[src/rtl/ysyx_22040759_clint_arb.sv]
// ysyx_22040759_clint_arb: round-robin two-port arbiter in front of the CLINT, strobed writes done as read-modify-write
`timescale 1ns/1ps
module ysyx_22040759_clint_arb #(
    parameter logic [31:0] ADDR_MTIMECMP = 32'h0200_4000,
    parameter logic [31:0] ADDR_MTIME    = 32'h0200_BFF8
) (
    input  logic        clk,
    input  logic        rst_n,
    input  logic        m0_valid,
    output logic        m0_ready,
    input  logic        m0_wen,
    input  logic [7:0]  m0_wstrb,
    input  logic [31:0] m0_addr,
    input  logic [63:0] m0_wdata,
    output logic        m0_resp_valid,
    input  logic        m0_resp_ready,
    output logic [63:0] m0_rdata,
    output logic        m0_resp_err,
    input  logic        m1_valid,
    output logic        m1_ready,
    input  logic        m1_wen,
    input  logic [7:0]  m1_wstrb,
    input  logic [31:0] m1_addr,
    input  logic [63:0] m1_wdata,
    output logic        m1_resp_valid,
    input  logic        m1_resp_ready,
    output logic [63:0] m1_rdata,
    output logic        m1_resp_err,
    output logic        clint_wen,
    output logic [31:0] clint_addr,
    output logic [63:0] clint_wdata,
    input  logic [63:0] clint_rdata
);
    typedef enum logic [1:0] {IDLE, READ, WRITE, RESP} state_t;
    state_t state, state_nxt;
    logic        last_grant, id, wen, err;
    logic [7:0]  wstrb;
    logic [31:0] addr;
    logic [63:0] wdata, old_q, merged, rdata_v;
    logic        g0, g1, acc, mapped, resp_ready_sel, busy;
    logic [31:0] sel_addr;
    assign g0 = rst_n & (state == IDLE) & m0_valid & (!m1_valid | last_grant);
    assign g1 = rst_n & (state == IDLE) & m1_valid & (!m0_valid | !last_grant);
    assign acc = g0 | g1;
    assign sel_addr = g1 ? m1_addr : m0_addr;
    assign mapped = (sel_addr == ADDR_MTIMECMP) | (sel_addr == ADDR_MTIME);
    assign resp_ready_sel = id ? m1_resp_ready : m0_resp_ready;
    always_comb begin
        state_nxt = state;
        case (state)
            IDLE:    state_nxt = acc ? (mapped ? READ : RESP) : IDLE;
            READ:    state_nxt = wen ? WRITE : RESP;
            WRITE:   state_nxt = RESP;
            RESP:    state_nxt = resp_ready_sel ? IDLE : RESP;
            default: state_nxt = IDLE;
        endcase
    end
    always_ff @(posedge clk or negedge rst_n) begin
        if (!rst_n) begin
            state      <= IDLE;
            last_grant <= 1'b1;
            id         <= 1'b0;
            wen        <= 1'b0;
            err        <= 1'b0;
            wstrb      <= '0;
            addr       <= '0;
            wdata      <= '0;
            old_q      <= '0;
        end else begin
            state <= state_nxt;
            if (acc) begin
                last_grant <= g1;
                id         <= g1;
                wen        <= g1 ? m1_wen : m0_wen;
                wstrb      <= g1 ? m1_wstrb : m0_wstrb;
                addr       <= sel_addr;
                wdata      <= g1 ? m1_wdata : m0_wdata;
                err        <= !mapped;
                old_q      <= '0;
            end
            if (state == READ) old_q <= clint_rdata;
        end
    end
    for (genvar b = 0; b < 8; b++) begin : g_merge
        assign merged[8*b +: 8] = wstrb[b] ? wdata[8*b +: 8] : old_q[8*b +: 8];
    end
    assign busy = (state == READ) | (state == WRITE);
    assign clint_wen = state == WRITE;
    assign clint_addr = busy ? addr : '0;
    assign clint_wdata = clint_wen ? merged : '0;
    assign m0_ready = g0;
    assign m1_ready = g1;
    assign m0_resp_valid = (state == RESP) & !id;
    assign m1_resp_valid = (state == RESP) & id;
    assign rdata_v = err ? '0 : old_q;
    assign m0_rdata = m0_resp_valid ? rdata_v : '0;
    assign m1_rdata = m1_resp_valid ? rdata_v : '0;
    assign m0_resp_err = m0_resp_valid & err;
    assign m1_resp_err = m1_resp_valid & err;
endmodule

[config.mk]
export PLATFORM = sky130hd
export DESIGN_NAME = ysyx_22040759_clint_arb
export DESIGN_NICKNAME = d
export VERILOG_FILES = /design/src/rtl/ysyx_22040759_clint_arb.sv
export SDC_FILE = /design/constraint.sdc
export NUM_CORES = 1
export LEC_CHECK = 0
export CORE_AREA = 4 4 196 198
export DETAILED_ROUTE_END_ITERATION = 6
export DIE_AREA = 0 0 200 202
export PLACE_DENSITY = 0.61
export SYNTH_ARGS = -nofsm -noshare
export SYNTH_HDL_FRONTEND = slang
export SYNTH_SLANG_ARGS = --single-unit
[constraint.sdc]
create_clock -name clk -period 1.9 [get_ports clk]
set_input_delay 0.38 -clock clk [delete_from_list [all_inputs] [get_ports clk]]
set_output_delay 0.38 -clock clk [all_outputs]
set_load 0.01 [all_outputs]
After elaboration in Yosys (flattened, before gate mapping)
Index checks and enable logic that the tools add are counted.

Equality and inequality tests: 5. Muxes and demuxes: 25. Bitwise logic cells: 14. Reduce and logical (&&, ||, !) cells: 7.

Operators by type and width (count): 64-bit two-way mux (7); 8-bit two-way mux (9); 32-bit by 26-bit == test with 1-bit output (second input constant) (2); 32-bit two-way mux (2); 1-bit AND (9); 2-bit case mux with 4 select lines (1); 2-bit two-way mux (3); 1-bit zero test (5); 1-bit OR (5); 2-bit == test (second input constant) (2); 1-bit two-way mux (3); 2-bit by 1-bit == test with 1-bit output (second input constant) (1); 2-bit zero test (1); 2-bit nonzero test (1).

Register bits: 174. Bits of input ports: 280. Word-level logic and storage cells: 60.

Longest topological paths before layout
Depth after elaboration: 10. Mapped depth: 8. Gate-level depth less buffers: 6.

Worst setup path before layout
No wires, ideal clock.

Path type: reg2out. Start point: register state[0]. End point: output port m0_rdata[10]. Arrival time: 1495 ps. Path slack: 25 ps. Cell stages (with the launch flop): 7. Buffers on the path: 2. Cell sequence: dfrtp_1 -> ha_1 -> nor2b_1 -> nor2b_1 -> buf_2 -> clkbuf_1 -> and2_1.

Longest elaborated chain between the ends: 3.

RTL lines: start: declaration (RTL line 35) `state_t state, state_nxt;`; start signal: assignment (RTL line 70) `state <= state_nxt;`; 2-bit == test (RTL line 93) `assign m0_resp_valid = (state == RESP) & !id;`; 1-bit AND (RTL line 93); via m0_resp_valid (RTL line 15) `output logic m0_resp_valid,`; 64-bit two-way mux (RTL line 96) `assign m0_rdata = m0_resp_valid ? rdata_v : '0;`; end: declaration (RTL line 17) `output logic [63:0] m0_rdata,`.

The timed path passes the listed nets, and every way through them passes these cells.

Worst setup path after layout
Start point: register state[0]. End point: output port m0_rdata[51].

Longest elaborated chain between the ends: 3.

RTL lines (RTL line): 2-bit == test (93); 1-bit AND (93); 64-bit two-way mux (96).

No other way between the ends.

==> results.md <==
- Clock Path Buffers: 2
- Crit-path slowest cell: dfrtp_1
- DP Wirelength: 32900 um
- Final setup violation count: 385
- Port Buffer Count: 510
- Total GRT Usage: 22.7%
- Top Ports: 511
- CP max FO: 7
- ANT nets after route: 0
- Syn avg cell area: 8.72 um^2
- Initial core utilization: 26.4%
- Vias/cell: 4.91
- R2r startpoint: state[1]
- DR vias: 10800
- Buffers & Inverters on Critical Path: 5
- CP Launch Type: flip-flop
- Worst Skew: 0.0108 ns
- DP Cell Count: 2082
- Core Rows: 70
- Die width: 200 um
- Core area: 0.0365 mm^2
- Path type of the worst setup path: flip-flop to output port
- CTS tree: yes
- Pre-CTS setup slack: -0.408 ns
- FF-to-FF path depth: 10
- Most frequent cells in the layout: 278 x clkdlybuf4s50_1, 216 x nand2_1, 173 x dfrtp_1
- First-pass GRT wire length: 69300 um
- Synth warn: 0
- CP top delay family: buffers and inverters
- Max rail drop VDD: 0.000623 V
- RSZ-0062 raised after global routing: yes
- Final worst slack: -0.606 ns
- Pin count of the biggest net entering global routing: 107
- Cells along the critical path: ha_2 -> buf_6 -> nor2b_4 -> nor2b_4 -> buf_12 -> buf_12 -> buf_16 -> and2_4 -> buf_6
- Syn Inst Count: 1106
- Clock Latency Late Sink: 0.44 ns
- H-tree Lvls: 4
- Pwr Total: 26.0 mW
- PD cells: 1390 mW/mm^2
- Commonest non-fill, non-tap cell in the layout: clkdlybuf4s50_1
- Max-cap check violation count: 0
- Final core utilization: 51.3%
- Tcrit/Tclk final: 132%
- Fin nets: 2009
- Initial antenna violation count: 2
- Peak Freq: 399 MHz
- CTS clock-pin slew for the worst setup and hold paths: 0.07 ns
- Crit path depth: 9
- Post-route DRC violation count: 0
- TritonCTS Sinks: 174
- Final Max Slew Viols: 0
- CTS Buf Count: 17
- Post-Syn Area: 0.00965 mm^2
- Total wire length: 50600 um
- Worst hold slack: 0.0423 ns
- Register area share after synthesis: 45.2%
- Register Area: 0.00436 mm^2
- # fillers: 3370
- Critical path data arrival time: 2.13 ns
- CP peak stage delay: 0.35 ns
- Data required, critical path: 1.52 ns
- First drt pass iteration count: 5
- Placed Area: 0.0160 mm^2
- GPL Wtd Cong: 0.912
- Run status: complete, but fails checks
- CTS Root Cell: clkbuf_16
- Failing checks: setup timing
- Synth Register Bits: 174
- Crit. Startpoint: state[0]
- Cell area after layout: 0.0187 mm^2
- Cell variety after synth: 32
- Fin crit period: 2.51 ns
- Hold Vio Cnt, Final: 0
- Initial DRC Count: 497
- CP endpoint kind: output port
- Syn nets: 1390
- Non-Filler Instances: 2207
- Hold WC Path Type: primary input to asynchronous set/reset pin
- Relative slew margins: 46.5%
- Grt ovf: 0
- Setup_tns: -104.19 ns
- Area grow syn2layout: 94.4%
- Layout cell share with drive strength beyond 1: 35.8%
- Static Leak: 8.68 nW
- Area of the multi-input gates: 0.00553 mm^2
- Least-Margin Pin Slew: 0.802 ns
- Vias in the first global route: 10900
- R2R Path End: state[0]
- Routed len/inst: 22.9 um
- Die Footprint: 0.0404 mm^2
- R2R Setup Slk: -0.19 ns
- Worst setup path end: m0_rdata[51]
- Die H: 202 um
[power breakdown]
part           internal (mW)  switching (mW)
clock network           2.76            1.67
registers               5.51            1.71
logic                   7.88            6.45
[how the worst min path moves through the flow]
| stage | startpoint | end | slack, ns | depth (start not counted) |
|---|---|---|---|---|
| 6_report | rst_n | wdata[51] | 0.04 | 2 |
| 5_1_grt | rst_n | wdata[48] | 0.07 | 2 |
| 4_1_cts | rst_n | wdata[51] | 0.06 | 2 |
| 3_3_place_gp | rst_n | addr[12] | 0.43 | 2 |
| 2_1_floorplan | rst_n | addr[0] | 0.08 | 0 |
| 3_5_place_dp | rst_n | addr[13] | 0.43 | 2 |
[per-layer routing]
layer | up-vias | track usage, % | wire (um)
li1 | 5000 | - | -
met1 | 5286 | 27.6 | 20200
met2 | 464 | 38.3 | 24800
met3 | 85 | 6.00 | 3850
met4 | 2 | 8.42 | 1730
met5 | - | 0 | 10
[sequential cells by signal, summed over array words and instances (netlist names)]
register,cells
wen,1
wstrb,8
state,2
wdata,64
addr,32
err,1
old_q,64
id,1
last_grant,1
[cell families after synthesis]
kind of cell | synth area share, %
simple gates | 29.9
buf+inv | 4.42
flops | 45.2
compound gates | 13.2
fa+ha+maj | 0.519
mux | 6.75
[Yosys cell counts (all sizes together)]
cell type  number  area (um^2)
nand2         217          815
dfrtp         173         4330
and2          162         1010
nor2          107          402
a31oi         105          657
nor2b          69          432
clkbuf         65          244
mux2i          65          651
a22o           64          561
buf            26          160
nor4           12         75.1
nand4          10         68.8
inv             6         22.5
ha              4         50.1
nand2b          3         18.8
nand3           3         15.0
nor3            3         26.3
a211oi          2         15.0
o221ai          2         17.5
or4             2         15.0
a211o           1         8.76
a21o            1         7.51
a21oi           1         5.00
and3            1         6.26
dfstp           1         26.3
o21ai           1         5.00
[worst reg2reg max path, delay by kind of cell, from the launching register on]
| family | cells | cell delay, ns |
|---|---|---|
| buffers and inverters | 6 | 0.83 |
| AOI/OAI and AO/OA | 3 | 0.60 |
| DFF | 1 | 0.38 |
| adders and majority gates | 1 | 0.18 |
[repair_timing]
action	CTS	global route
buffers inserted	46	25
gates cloned	20	12
hold buffers	1	0
gates resized for setup	939	383
endpoints found under the setup margin	400	390
hold endpoints to repair	16	0
pin swaps	4	11
[area by class of cell]
cell class	instances	share of cell area, %
repair buffers	691	40.1
clock inverters	15	1.62
well taps	468	3.12
flip-flops and latches	174	23.2
diodes	1	0.0133
clock buffers	17	2.27
multi-input cells	835	29.5
inverters	6	0.147
Note: power is estimated with default switching activity, not from simulation.
